==> config.mk <==
export PLATFORM = sky130hd
export DESIGN_NAME = rec_stream_reader
export DESIGN_NICKNAME = d
export VERILOG_FILES = /design/src/rtl/rec_stream_reader.sv
export SDC_FILE = /design/constraint.sdc
export NUM_CORES = 1
export LEC_CHECK = 0
export CORE_ASPECT_RATIO = 1.75
export CORE_UTILIZATION = 51
export DETAILED_ROUTE_END_ITERATION = 7
export MAX_ROUTING_LAYER = met4
export PLACE_DENSITY = 0.81
export SLEW_MARGIN = 20
export SYNTH_ARGS = -nofsm -noshare
export SYNTH_HDL_FRONTEND = slang
export SYNTH_SLANG_ARGS = --single-unit
==> constraint.sdc <==
create_clock -name clk -period 4.61 [get_ports clk]
set_input_delay 0.922 -clock clk [delete_from_list [all_inputs] [get_ports clk]]
set_output_delay 0.922 -clock clk [all_outputs]
set_load 0.1 [all_outputs]
==> src/rtl/rec_stream_reader.sv <==
// rec_stream_reader: fetches `count` consecutive fixed-size records from an
// Avalon-MM slave. It reads BUS_W-bit beats with up to MAX_PEND reads in
// flight, assembles each record and hands it over with valid/ready.
//
// state  | meaning
// IDLE   | waiting for a request, iready=1
// FETCH  | issuing and collecting the beats of the current record
// HOLD   | record presented on rec_data, waiting for rec_ready
// DONE   | one-cycle done pulse, then back to IDLE
module rec_stream_reader #(
  parameter int BUS_W    = 16,
  parameter int WORD_W   = 32,
  parameter int NWORDS   = 9,
  parameter int MAX_PEND = 4,
  parameter int CNT_W    = 16
) (
  input  logic                     clk,
  input  logic                     reset,
  input  logic [31:0]              baseaddr,
  input  logic [31:0]              index,
  input  logic [CNT_W-1:0]         count,
  input  logic                     ivalid,
  output logic                     iready,
  output logic [NWORDS*WORD_W-1:0] rec_data,
  output logic                     rec_valid,
  input  logic                     rec_ready,
  output logic [CNT_W-1:0]         rec_num,
  output logic                     rec_last,
  output logic                     done,
  output logic                     err,
  output logic                     avm_m0_read,
  output logic [31:0]              avm_m0_address,
  output logic [BUS_W/8-1:0]       avm_m0_byteenable,
  output logic                     avm_m0_write,
  output logic [BUS_W-1:0]         avm_m0_writedata,
  input  logic [BUS_W-1:0]         avm_m0_readdata,
  input  logic                     avm_m0_readdatavalid,
  input  logic                     avm_m0_waitrequest
);

  localparam int REC_BITS   = NWORDS * WORD_W;
  localparam int BEATS      = REC_BITS / BUS_W;
  localparam int RECBYTES   = REC_BITS / 8;
  localparam int BEAT_BYTES = BUS_W / 8;
  // counters must hold both BEATS and MAX_PEND
  localparam int CMAX       = (BEATS > MAX_PEND) ? BEATS : MAX_PEND;
  localparam int CW         = $clog2(CMAX + 1);

  localparam logic [CW-1:0] BEATS_C      = CW'(BEATS);
  localparam logic [CW-1:0] MAX_PEND_C   = CW'(MAX_PEND);
  localparam logic [31:0]   RECBYTES_C   = 32'(RECBYTES);
  localparam logic [31:0]   BEAT_BYTES_C = 32'(BEAT_BYTES);

  typedef enum logic [1:0] {
    S_IDLE  = 2'd0,
    S_FETCH = 2'd1,
    S_HOLD  = 2'd2,
    S_DONE  = 2'd3
  } state_t;

  state_t              r_state;
  logic                r_iready;
  logic                r_valid;
  logic                r_last;
  logic                r_done;
  logic                r_err;
  logic                r_read;
  logic [31:0]         r_addr;
  logic [REC_BITS-1:0] r_data;
  logic [CNT_W-1:0]    r_count;
  logic [CNT_W-1:0]    r_rec;
  logic [CNT_W-1:0]    r_num;
  logic [CW-1:0]       r_issued;
  logic [CW-1:0]       r_received;

  logic [CW-1:0]       w_pend;
  logic                w_issue;
  logic                w_ret_ok;
  logic                w_stray;
  logic [CW-1:0]       w_issued_nx;
  logic [CW-1:0]       w_received_nx;
  logic [CW-1:0]       w_pend_nx;
  logic                w_read_nx;
  logic                w_is_last;

  // Bus bookkeeping: what this edge issues/returns and the read request that follows.
  always_comb begin
    w_pend        = r_issued - r_received;
    w_issue       = r_read & ~avm_m0_waitrequest;
    w_ret_ok      = avm_m0_readdatavalid & (r_state == S_FETCH) & (w_pend != '0);
    w_stray       = avm_m0_readdatavalid &
                    (((r_state == S_FETCH) & (w_pend == '0)) |
                     (r_state == S_HOLD) | (r_state == S_DONE));
    w_issued_nx   = r_issued + CW'(w_issue);
    w_received_nx = r_received + CW'(w_ret_ok);
    w_pend_nx     = w_issued_nx - w_received_nx;
    w_read_nx     = (w_issued_nx < BEATS_C) && (w_pend_nx < MAX_PEND_C);
    w_is_last     = (r_rec == (r_count - CNT_W'(1)));
  end

  // Request sequencing, beat issue/collection and record handoff.
  always_ff @(posedge clk or negedge reset) begin
    if (!reset) begin
      r_state    <= S_IDLE;
      r_iready   <= 1'b1;
      r_valid    <= 1'b0;
      r_last     <= 1'b0;
      r_done     <= 1'b0;
      r_err      <= 1'b0;
      r_read     <= 1'b0;
      r_addr     <= '0;
      r_data     <= '0;
      r_count    <= '0;
      r_rec      <= '0;
      r_num      <= '0;
      r_issued   <= '0;
      r_received <= '0;
    end else begin
      case (r_state)
        S_IDLE: begin
          if (ivalid) begin
            r_iready   <= 1'b0;
            r_err      <= 1'b0;
            r_rec      <= '0;
            r_issued   <= '0;
            r_received <= '0;
            r_count    <= count;
            // the address register then simply walks through every beat
            r_addr     <= baseaddr + index * RECBYTES_C;
            if (count == '0) begin
              r_state <= S_DONE;
              r_done  <= 1'b1;
            end else begin
              r_state <= S_FETCH;
              r_read  <= 1'b1;
            end
          end
        end

        S_FETCH: begin
          if (w_issue) begin
            r_addr <= r_addr + BEAT_BYTES_C;
          end
          r_issued   <= w_issued_nx;
          r_received <= w_received_nx;
          if (w_ret_ok) begin
            for (int k = 0; k < BEATS; k++) begin
              if (r_received == CW'(k)) begin
                r_data[k*BUS_W +: BUS_W] <= avm_m0_readdata;
              end
            end
          end
          if (w_stray) begin
            r_err <= 1'b1;
          end
          if (w_received_nx == BEATS_C) begin
            r_state <= S_HOLD;
            r_read  <= 1'b0;
            r_valid <= 1'b1;
            r_num   <= r_rec;
            r_last  <= w_is_last;
          end else begin
            r_read <= w_read_nx;
          end
        end

        S_HOLD: begin
          if (w_stray) begin
            r_err <= 1'b1;
          end
          if (rec_ready) begin
            r_valid <= 1'b0;
            r_last  <= 1'b0;
            if (r_last) begin
              r_state <= S_DONE;
              r_done  <= 1'b1;
            end else begin
              r_rec      <= r_rec + CNT_W'(1);
              r_issued   <= '0;
              r_received <= '0;
              r_state    <= S_FETCH;
              r_read     <= 1'b1;
            end
          end
        end

        S_DONE: begin
          if (w_stray) begin
            r_err <= 1'b1;
          end
          r_done   <= 1'b0;
          r_iready <= 1'b1;
          r_state  <= S_IDLE;
        end

        default: begin
          r_state  <= S_IDLE;
          r_iready <= 1'b1;
          r_read   <= 1'b0;
          r_valid  <= 1'b0;
          r_done   <= 1'b0;
        end
      endcase
    end
  end

  assign iready            = r_iready;
  assign rec_data          = r_data;
  assign rec_valid         = r_valid;
  assign rec_num           = r_num;
  assign rec_last          = r_last;
  assign done              = r_done;
  assign err               = r_err;
  assign avm_m0_read       = r_read;
  assign avm_m0_address    = r_addr;
  assign avm_m0_byteenable = '1;
  assign avm_m0_write      = 1'b0;
  assign avm_m0_writedata  = '0;

endmodule

==> results.py <==
metrics = {
    "status": {
        "status": "finished clean",
    },
    "global_route": {
        "antenna_found_initial": 1,
        "gr-total-overflow": 0,
        "grt_max_degree": 106,
        "grt.total_usage": 0.3164,
        "grt_pass1_wl_mm": 92.72,
        "grt_pass1_vias": 16400,
    },
    "worst_setup_path": {
        "worstPathArrival_ns": 4.86,
        "worst-path-stages": 20,
        "ff2ff_path_depth": 18,
        "cp.required_ns": 5.01,
        "cp_common_cell": "ha_1",
        "critPathKind": "input pin to register",
        "critPathBufInv": 1,
        "start_kind": "input pin",
        "cp_top_family": "compound AO/OA/AOI/OAI gates",
        "critical_path.max_stage_delay_ns": 0.49,
        "path_cells": "clkdlybuf4s50_1, ha_1, ha_1, and4_1, a221oi_2, nand2_1, a31oi_4, nor4_2, o31ai_1, nand2b_1, xor2_1, ha_1, nor2b_2, o21ai_1, nand2b_1, or2_2, a41oi_2, a21oi_1, o32ai_1, a211oi_1",
        "worst_setup_path_end_kind": "register",
        "slowest_stage": "clkdlybuf4s50_1",
        "path_max_fanout": 5,
    },
    "die": {
        "rows": 95,
        "start_util": 0.5166,
        "die_area_um2": 39590,
        "die_x_um": 150.8,
        "die_h_um": 262.5,
        "core_um2": 38270,
        "ios": 463,
    },
    "clock_tree": {
        "cts.clk_slew.worst_paths_ns": 0.07,
        "cts_root_buf": "clkbuf_16",
        "htreeDepth": 2,
        "cts_sinks": 386,
        "cts_tree": "built",
        "cts_buffers": 34,
        "worstSkewPairLatency_ns": 0.54,
        "clock_path_buffers": 3,
    },
    "drt": {
        "ant_nets": 0,
        "drtIter0Drc": 562,
        "dr.pass1.iters": 5,
        "drc": 0,
        "num_vias": 15800,
        "viasPerCell": 5.744,
        "drt-total-wl_mm": 61.01,
        "avgRoutedWirePerCell_um": 22.18,
    },
    "yosys": {
        "yosys_warnings": 0,
        "synth_flop_cell": "dfrtp_1",
        "yosysUniqueCellTypes": 76,
        "ys_seq_area_frac": 0.4886,
        "avgSynthCellArea_um2": 11.60,
        "async_reset_ff_frac": 1.000,
        "synth_cells": 1704,
        "synth-seq-cells": 386,
        "syn_area_um2": 19770,
        "synth_edf_count": 0,
    },
    "sta": {
        "fin_crit_ns": 4.461,
        "tns_ns": 0,
        "relSlewSlack": 0.1987,
        "setup_viol": 0,
        "drv_slew": 0,
        "fmaxAchievable_mhz": 224.1,
        "tightest_slew_ns": 1.198,
        "fin_skew_ns": 0.02269,
        "finalCritPeriodShare": 0.9678,
        "hold_viol_final": 0,
    },
    "placed_design": {
        "io_buffers": 441,
        "hpwl_mm": 45.08,
        "gp_congestion": 0.9377,
    },
    "power": {
        "swShare": 0.4275,
        "p_sw_mw": 5.325,
        "ir_drop_v": 0.0003869,
        "p_int_mw": 7.130,
        "p_per_area_nw_per_um2": 462.2,
        "pwr-share-comb": 0.431,
        "p_clk_frac": 0.238,
        "pwr-share-seq": 0.331,
        "p_leak_nw": 12.66,
    },
    "layout": {
        "syn2layout_area_growth_pct": 36.29,
        "fin_util": 0.7041,
        "nNetsFinal": 2442,
        "drive_above_1_share": 0.2574,
        "insertedDiodeCount": 0,
        "num-fill-cells": 2647,
    },
    "hold_path": {
        "worstHoldPathType": "input pin to async pin",
    },
    "run": {
        "maxCapViolations": 0,
    },
}
final cells by class:
class                           instances  area, um^2  area share
Tap cell                              485       606.8     0.02252
Clock buffer                           45       942.2     0.03496
Clock inverter                         17       212.7    0.007893
Sequential cell                       386        9661      0.3585
Inverter                               29       108.9    0.004039
Multi-Input combinational cell       1209        9892      0.3671
Timing Repair Buffer                  579        5525      0.2050
final timing paths:
path                                      startpoint                             end  slack [ns]
hold / removal                                 reset         rec_num[15]$_DFFE_PN0P_        0.41
min in group clk           rec_data[268]$_DFFE_PN0P_       rec_data[268]$_DFFE_PN0P_        0.49
max in group asynchronous                      reset       rec_data[160]$_DFFE_PN0P_        3.09
setup reg to reg           r_received[1]$_DFFE_PN0P_            rec_last$_DFFE_PN0P_        0.42
setup / recovery                           index[19]  avm_m0_address[30]$_DFFE_PN0P_        0.15
hold reg to reg            rec_data[268]$_DFFE_PN0P_       rec_data[268]$_DFFE_PN0P_        0.49
registers in the layout, indices dropped and copies added, names as in the netlist:
signal / flops
rec_data: 288
avm_m0_address: 32
r_count: 16
r_rec: 16
rec_num: 16
r_issued: 5
r_received: 5
r_state: 2
avm_m0_read: 1
done: 1
err: 1
iready: 1
rec_last: 1
rec_valid: 1
routing by layer:
layer	share of wire	global-route usage	vias up
met1	0.34	0.3122	7874
li1	-	-	7175
met5	0	-	-
met3	0.086	0.09080	159
met4	0.051	0.1516	0
met2	0.52	0.5575	587
logic make-up after synthesis:
kind of cell    after synthesis  share of synthesized area
flops                       386                     0.4886
mux                         328                     0.1864
other cells                   2                  0.0003798
simple gates                368                    0.09384
compound gates              303                    0.09498
xor+xnor                     89                    0.03980
fa+ha+maj                   102                    0.06518
buf+inv                     126                    0.03088
power groups by stage:
stage / logic (mW) / clock network (mW) / registers, mW
floorplan: 2.13 / 0 / 5.63
global route: 5.70 / 3.12 / 4.16
finish: 5.37 / 2.97 / 4.12
global placement: 5.12 / 0 / 4.13
CTS: 5.29 / 3.01 / 4.11
detailed placement: 5.22 / 0 / 4.17
worst reg2reg max path, cell delays in order (launching register included):
cell	delay, ns
dfrtp_1	0.38
inv_1	0.15
ha_1	0.28
nor2b_1	0.14
o21ai_0	0.19
nand2_1	0.08
nor3_1	0.21
o2111ai_2	0.19
nand3_2	0.20
inv_1	0.10
ha_1	0.21
ha_1	0.24
xnor2_1	0.29
nand3b_1	0.12
nor3_1	0.34
nand2_1	0.14
nor4_1	0.38
nand4_1	0.15
o31ai_1	0.30
cell usage in the layout (no fill, tap or decap), types with 49 or more instances in the layout:
| master | count |
|---|---|
| o21ai_0 | 66 |
| xnor2_1 | 49 |
| clkdlybuf4s50_1 | 422 |
| nand2_1 | 107 |
| mux2_2 | 310 |
| ha_1 | 82 |
| dfrtp_1 | 385 |
| a21oi_1 | 90 |
| nor2_1 | 80 |
| buf_4 | 133 |
stage by stage:
step | instance area [um^2] | total power, mW | cells | setup slack [ns] | hold slack, ns
after global routing | 26950 | 12.99 | 2750 | -0.04366 | 0.4706
after floorplan | 19850 | 7.764 | 1721 | 0.04471 | 0.4777
after detailed placement | 25440 | 9.391 | 2685 | -0.8588 | 0.4740
after global placement | 25440 | 9.255 | 2685 | -0.7526 | 0.4665
final | 26950 | 12.45 | 2750 | 0.1486 | 0.4099
after CTS | 26700 | 12.40 | 2748 | 0.0005507 | 0.4438
cell usage after synthesis, drive strengths merged, types with 3 or more instances:
master  count  share of area
a211oi      7         0.0027
a21o       39          0.015
a21oi      97          0.025
a221oi      6         0.0027
a22o        4         0.0018
a22oi       4         0.0015
a311oi      3         0.0016
a31oi       8         0.0025
a41oi       4         0.0018
and2        4         0.0013
and3        7         0.0022
and4        7         0.0031
buf        52          0.017
clkbuf     45         0.0085
dfrtp     385           0.49
ha         99          0.063
inv        29         0.0055
mux2      321           0.18
mux2i       7         0.0035
nand2     112          0.022
nand2b     23         0.0073
nand3      47          0.012
nand3b      4         0.0015
nand4      13         0.0049
nor2       81          0.015
nor2b      13         0.0041
nor3       25         0.0074
nor3b       5         0.0019
nor4        5         0.0027
o211ai      5         0.0019
o21a        7         0.0027
o21ai      79          0.020
o22ai       9         0.0028
o311ai      3         0.0013
o31ai      11         0.0044
or2         8         0.0025
or3         5         0.0016
or4         5         0.0019
xnor2      50          0.023
xor2       39          0.017
timing repair:
item,CTS,global route
endpoints found under the setup margin,10,14
resized for setup,28,55
gates cloned,0,0
setup buffers,1,2
hold buffers,0,0
pin swaps,12,32
No activity file was read; power rests on OpenSTA's default activity.
